File: config.mk
export PLATFORM = sky130hd
export DESIGN_NAME = rle_stream_encoder
export DESIGN_NICKNAME = d
export VERILOG_FILES = /design/src/rtl/rle_stream_encoder.sv
export SDC_FILE = /design/constraint.sdc
export NUM_CORES = 1
export LEC_CHECK = 0
export BUFFER_PORTS_ARGS = -buffer_cell sky130_fd_sc_hd__buf_2
export CORE_UTILIZATION = 28
export CTS_BUF_LIST = sky130_fd_sc_hd__clkbuf_16
export DETAILED_ROUTE_END_ITERATION = 16
export SLEW_MARGIN = 20
export SYNTH_ARGS = -nofsm -noshare
export SYNTH_HDL_FRONTEND = slang
export SYNTH_SLANG_ARGS = --single-unit
File: constraint.sdc
create_clock -name clk -period 2.4 [get_ports clk]
set_input_delay 0.24 -clock clk [delete_from_list [all_inputs] [get_ports clk]]
set_output_delay 0.24 -clock clk [all_outputs]
set_load 0.005 [all_outputs]
File: src/rtl/rle_stream_encoder.sv
// Run-length encoder: turns a valid/ready symbol stream into (symbol, run, last) tokens,
// with per-frame bypass and a one-cycle DRAIN for a differing final beat.
module rle_stream_encoder #(
  parameter int DATA_W = 8,
  parameter int CNT_W  = 4
) (
  input  logic              clk,
  input  logic              reset,
  input  logic              in_valid,
  output logic              in_ready,
  input  logic [DATA_W-1:0] in_data,
  input  logic              in_last,
  input  logic              bypass,
  output logic              out_valid,
  input  logic              out_ready,
  output logic [DATA_W-1:0] out_data,
  output logic [CNT_W-1:0]  out_run,
  output logic              out_last,
  output logic              run_active,
  output logic [1:0]        fsm_state
);

  // Handshake: a beat/token transfers on a rising edge where valid && ready are both 1;
  // valid never waits on ready, and a presented token is held until it transfers.

  typedef enum logic [1:0] {IDLE = 2'd0, RUN = 2'd1, DRAIN = 2'd2} state_t;

  localparam logic [CNT_W-1:0] MAX_RUN = '1;
  localparam logic [CNT_W-1:0] ONE     = CNT_W'(1);

  state_t            state_q, state_d;
  logic [DATA_W-1:0] sym_q, sym_d;
  logic [CNT_W-1:0]  cnt_q, cnt_d;

  logic              out_free;
  logic              accept;
  logic              emit;
  logic [DATA_W-1:0] emit_data;
  logic [CNT_W-1:0]  emit_run;
  logic              emit_last;

  assign out_free   = !out_valid || out_ready;
  assign in_ready   = out_free && (state_q != DRAIN) && !reset;
  assign accept     = in_valid && in_ready;
  assign run_active = (state_q != IDLE);
  assign fsm_state  = state_q;

  always_comb begin
    state_d   = state_q;
    sym_d     = sym_q;
    cnt_d     = cnt_q;
    emit      = 1'b0;
    emit_data = sym_q;
    emit_run  = cnt_q;
    emit_last = 1'b0;
    case (state_q)
      IDLE: begin
        if (accept) begin
          if (bypass || in_last) begin
            emit      = 1'b1;
            emit_data = in_data;
            emit_run  = ONE;
            emit_last = in_last;
          end else begin
            sym_d   = in_data;
            cnt_d   = ONE;
            state_d = RUN;
          end
        end
      end
      RUN: begin
        if (accept) begin
          if (in_data == sym_q && cnt_q != MAX_RUN) begin
            if (in_last) begin
              emit      = 1'b1;
              emit_run  = cnt_q + ONE;
              emit_last = 1'b1;
              state_d   = IDLE;
            end else begin
              cnt_d = cnt_q + ONE;
            end
          end else begin
            // Close the held run; the new beat starts a fresh one (saturated or differing).
            emit    = 1'b1;
            sym_d   = in_data;
            cnt_d   = ONE;
            state_d = in_last ? DRAIN : RUN;
          end
        end
      end
      DRAIN: begin
        if (out_free) begin
          emit      = 1'b1;
          emit_run  = ONE;
          emit_last = 1'b1;
          state_d   = IDLE;
        end
      end
      default: state_d = IDLE;
    endcase
  end

  always_ff @(posedge clk or posedge reset) begin
    if (reset) begin
      state_q <= IDLE;
      sym_q   <= '0;
      cnt_q   <= '0;
    end else begin
      state_q <= state_d;
      sym_q   <= sym_d;
      cnt_q   <= cnt_d;
    end
  end

  // A new token may overwrite one that is transferring this same edge.
  always_ff @(posedge clk or posedge reset) begin
    if (reset) begin
      out_valid <= 1'b0;
      out_data  <= '0;
      out_run   <= '0;
      out_last  <= 1'b0;
    end else if (emit) begin
      out_valid <= 1'b1;
      out_data  <= emit_data;
      out_run   <= emit_run;
      out_last  <= emit_last;
    end else if (out_ready) begin
      out_valid <= 1'b0;
    end
  end

endmodule

======== Word level (Yosys, flattened, before mapping) ========
Cells that the tools add are included.
word-level totals
  register bits ........................... 28
  latch bits .............................. 0
  RAM bits ................................ 0
  ROM bits ................................ 0
  input port bits ......................... 14
  output and inout bits ................... 18
  logic and storage cells ................. 78
  memories ................................ 0
operators by class
  $add $sub $neg .......................... 1
  multipliers ............................. 0
  divide/modulo/power cells ............... 0
  magnitude comparators ................... 0
  eq/ne operators ......................... 12
  shift-type cells ........................ 0
  multiplexer cells ....................... 43
  bitwise logic cells ..................... 0
  reductions and logical operators ........ 15
operator list
  kind                                                              count
  8-bit 2-to-1 mux                                                  7
  4-bit 2-to-1 mux                                                  11
  8-bit case mux with 2 select lines                                1
  5-bit AND reduction                                               3
  2-bit 2-to-1 mux                                                  7
  1-bit 2-to-1 mux                                                  12
  2-bit != test (second input constant)                             6
  4-bit case mux with 3 select lines                                1
  8-bit == test                                                     1
  4-bit case mux with 2 select lines                                1
  3-bit != test (second input constant)                             2
  1-bit case mux with 3 select lines                                2
  2-bit case mux with 3 select lines                                1
  2-bit nonzero test                                                3
  4-bit by 1-bit adder with 4-bit output (second input constant)    1
  1-bit logical AND                                                 4
  4-bit != test (second input constant)                             1
  2-bit by 1-bit == test with 1-bit output (second input constant)  1
  2-bit == test (second input constant)                             1
  1-bit logical NOT                                                 2
  2-bit logical NOT                                                 1
  1-bit logical OR                                                  2

======== Depth between registers and ports, before layout ========
  word-level depth ........................ 8
  mapped depth ............................ 7
  mapped depth without buffers ............ 6

======== Least setup slack after synthesis ========
Ideal clock, no wire load.
  kind .................................... register to register
  start point ............................. register cnt_q[0]
  end point ............................... register out_run[0]
  setup time .............................. 0.121 ns
  arrival time ............................ 1.673 ns
  required time ........................... 2.279 ns
  setup slack ............................. 0.606 ns
  stages on the path, launching flop included .. 7
  path buffers ............................ 0
  period minus slack after synthesis ...... 1.794 ns
  cell sequence ........................... dfrtp_1 > ha_1 > and3_1 > o21bai_1 > nor4_1 > mux2i_1 > o22a_1
between the ends
  word-level cells in the longest chain between the ends .. 5
  elaborated cells on any way between the ends .. 13
  classes of those cells .................. 1 x add/sub; 1 x eq/ne; 10 x mux; 1 x reduce/logical
RTL lines
  element                                                                                          RTL line  RTL
  from (decl)                                                                                      33        logic [CNT_W-1:0] cnt_q, cnt_d;
  from (signal assigned)                                                                           111       cnt_q <= cnt_d;
  4-bit by 1-bit adder with 4-bit output / 4-bit != test (equally long branches)                   76, 73
  4-bit 2-to-1 mux / 1-bit logical AND (equally long branches)                                     74, 73
  4-bit 2-to-1 mux / 1-bit 2-to-1 mux (equally long branches)                                      73        if (in_data == sym_q && cnt_q != MAX_RUN) begin
  4-bit 2-to-1 mux / 1-bit 2-to-1 mux (equally long branches)                                      72        if (accept) begin
  4-bit case mux with 3 select lines / 1-bit case mux with 3 select lines (equally long branches)  56        case (state_q)
  to (signal assigned)                                                                             125       out_run <= emit_run;
  to (decl)                                                                                        17        output logic [CNT_W-1:0] out_run,
Several ways; a longest one is shown, not always the timed one.
A chain may end at the register's enable or synchronous reset.

======== Worst setup path after layout ========
  start point ............................. register sym_q[3]
  end point ............................... register out_data[1]
between the ends
  word-level cells in the longest chain between the ends .. 5
RTL lines
  element                             RTL line  RTL
  from (decl)                         32        logic [DATA_W-1:0] sym_q, sym_d;
  from (signal assigned)              110       sym_q <= sym_d;
  8-bit == test                       73
  1-bit logical AND                   73
  1-bit 2-to-1 mux                    73
  1-bit 2-to-1 mux                    72
  1-bit case mux with 3 select lines  56
  to (signal assigned)                124       out_data <= emit_data;
  to (decl)                           16        output logic [DATA_W-1:0] out_data,
No other way between the ends.

==> reports/qor.log <==
qor: outcome.status complete, no violations
qor: place.detailedPlacementHpwl 2.88 mm
qor: clock_tree.numClockSinks 28
qor: clock_tree.htree_num_levels 1
qor: routing.drt.antenna.violating_nets 0
qor: sta.number_of_max_slew_violations_in_the_final_report 0
qor: global_route.globalRouteOverflowTotal 0
qor: sta.fin_setup_tns 0 ns
qor: floorplanning.fp-row-count 27
qor: synth.synthDistinctLibCells 46
qor: place.portBuffers 31
qor: global_route.grt_first_pass_wirelength 6.56 mm
qor: floorplanning.die_h 79.3 um
qor: floorplanning.coreArea 0.00564 mm2
qor: clock_tree.post_cts.resized_instances 0
qor: floorplanning.die_x 79.3 um
qor: clock_tree.clk_pin_slew_worst_paths 0.07 ns
qor: power.vdd_drop_max 0.340 mV
qor: clock_tree.hold_buffers 0
qor: power.p_int 1.35 mW
qor: setup_path.setup.worst_path.class register to register
qor: sta.fin_crit 2.08 ns
qor: global_route.grt_pass1_vias 1345
qor: routing.via_count 1310
qor: power.power.clock.fraction 24.9%
qor: synth.netlist_instances 154
qor: hold_path.holdCritPathClass input pin to async pin
qor: sta.finalClockSkew 0.00162 ns
qor: synth.yosys_warnings 0
qor: routing.post_drt_wl_per_cell 14.6 um
qor: power.switching_power_as_a_share_of_total_power 32.2%
qor: sta.worst_slew_margin_rel 62.9%
qor: synth.post_synth_instance_area 0.00167 mm2
qor: synth.ys_top_cells_by_count dfrtp_1, mux2_2, o21ai_0, mux2i_1, nand2_1
qor: finish.final_layout_size_suffix_gt1_share 35.6%
qor: clock_tree.cts_setup_buffers 0
qor: finish.insertedDiodeCount 0
qor: setup_path.r2r.worst_path.cells 6
qor: routing.drcViolationCount 0
qor: synth.synth_fp_nets 169
qor: sta.timing_hold_violations_final 0
qor: setup_path.worst-endpoint-required 2.53 ns
qor: global_route.antenna_found_initial 0
qor: setup_path.timing.critical_path.to_type register
qor: routing.first_iter_violations 91
qor: finish.design.final.nets 204
qor: setup_path.critical_path_arrival 2.21 ns
qor: synth.synth_seq_cells 28
qor: routing.vias_per_cell 5.04
qor: power.net_switching_power 642 uW
qor: global_route.grt_max_degree 29
qor: synth.synth.area.top_cells dfrtp_1, mux2_2, mux2i_1, xnor2_2, o21ai_0
qor: power.pwr-share-seq 39.5%
qor: setup_path.setup.worst_path.start_class register
qor: finish.finalCoreUtilization 36.0%
qor: power.p_comb_share 35.5%
qor: power.cellLeakagePower 0.915 nW
qor: flow_run.max_cap_viol_count 0
qor: synth.synthMostInstantiatedCell dfrtp_1
qor: floorplanning.initial_utilization 29.7%
qor: synth.yosys_most_used_dff dfrtp_1
qor: floorplanning.floorplan.io_pins 32
qor: sta.worst-slew-pin-transition 0.551 ns
qor: sta.setup_viols_final 0
qor: synth.synth_area_leader_cell dfrtp_1
qor: place.place.gp.congestion 0.857
qor: synth.synth_sequential_area_ratio 41.9%
qor: synth.post_synth.cell_area_avg 10.9 um2
qor: synth.edff_count_synth 0
qor: synth.share_of_the_synthesized_area_in_the_top_cell_type 41.9%
qor: setup_path.r2r_setup_slack 0.32 ns
qor: sta.rsz_0062_raised_after_global_routing false
qor: setup_path.crit_path_max_fanout 11
qor: clock_tree.clk_latency 0.26 ns
qor: routing.drt-total-wl 3.79 mm
qor: clock_tree.cts_max_path_buffers 2
qor: clock_tree.clk_root_buffer_cell clkbuf_16
qor: global_route.grt.total_usage 13.4%
qor: clock_tree.cts_tree done
qor: routing.detailedRoute.firstPassIterationCount 4
qor: clock_tree.cts-buffers-inserted 3
qor: sta.fin_crit_sh 86.6%
qor: floorplanning.floorplan.die_area 0.00629 mm2
qor: finish.syn2layout_area_growth 21.2%
qor: synth.async_flop_share 100%
qor: power.power_per_cell_area 985 mW/mm2
qor: sta.clock.fmax 481 MHz
[per-stage QoR]
stage          total power, mW  worst slack, ns  cell area (um2)  hold slack (ns)  std cells
5_1_grt                   2.13            0.173             2030            0.102        260
6_report                  2.00            0.321             2030           0.0432        260
3_5_place_dp              1.51            0.361             1920            0.353        256
3_3_place_gp              1.50            0.294             1920            0.348        256
2_1_floorplan             1.27            0.606             1670            0.305        154
4_1_cts                   2.02            0.342             2030           0.0664        260
[logic make-up after synthesis]
family,synth area share [%]
DFF,41.9
and+or+nand+nor,17.5
adders and majority gates,0.747
buffers and inverters,3.36
AOI/OAI and AO/OA,15.2
xor gates and xnor gates,6.50
muxes,14.9
[worst max-delay path, cell delays in order, from the launching register on]
cell,delay (ns)
dfrtp_1,0.41
xnor2_1,0.29
nand4_1,0.21
o41ai_2,0.30
buf_4,0.23
and2_1,0.35
o21ai_0,0.15
[cells in the final DEF (no fill, tap or decap), types with 4 or more instances in the layout]
| master | n |
|---|---|
| nand3_1 | 7 |
| o2bb2ai_1 | 4 |
| nand2b_1 | 4 |
| buf_2 | 31 |
| mux2_2 | 11 |
| nor3_1 | 4 |
| dfrtp_1 | 28 |
| nand2_1 | 8 |
| inv_1 | 6 |
| nor2_1 | 5 |
| xnor2_2 | 4 |
| nand4_1 | 6 |
| a21o_1 | 4 |
| mux2i_1 | 8 |
| buf_4 | 5 |
| o21ai_0 | 10 |
| xnor2_1 | 5 |
[sequential cells by signal, summed over array words and instances (netlist names)]
name	flops
fsm_state	2
out_valid	1
out_data	8
out_last	1
sym_q	8
cnt_q	4
out_run	4
[routing by layer]
metal  global-route usage [%]  up-vias  part of all wire, %
met5                        0        -                    0
met4                     4.73        0                  1.4
met3                     2.53        7                  5.4
met2                     21.2       35                   45
met1                     18.0      627                   48
li1                         -      641                    -
[layout make-up]
| cell class | count | area [um2] |
|---|---|---|
| sequential | 28 | 701 |
| inverter | 6 | 22.5 |
| clock buffer | 3 | 75.1 |
| multi-input combinational | 114 | 917 |
| fill | 572 | 3610 |
| timing repair buffer | 36 | 193 |
| tap | 72 | 90.1 |
| clock inverter | 1 | 30.0 |
[path summary, 6_finish.rpt]
kind,startpoint,to
min in group clk,in_data[1],sym_q[1]$_DFFE_PP0P_
max in group asynchronous,reset,out_run[2]$_DFFE_PP0P_
min,reset,cnt_q[3]$_DFFE_PP0P_
max reg2reg,sym_q[3]$_DFFE_PP0P_,out_data[1]$_DFFE_PP0P_
max,sym_q[3]$_DFFE_PP0P_,out_data[1]$_DFFE_PP0P_
min reg2reg,out_last$_DFFE_PP0P_,out_last$_DFFE_PP0P_
[power by group through the flow]
stage	clock network, mW	registers (mW)	logic, mW
3_3_place_gp	0	0.801	0.703
2_1_floorplan	0	0.773	0.497
6_report	0.498	0.789	0.710
3_5_place_dp	0	0.800	0.708
5_1_grt	0.531	0.822	0.781
4_1_cts	0.511	0.792	0.719
No activity file was read; power rests on OpenSTA's default activity.
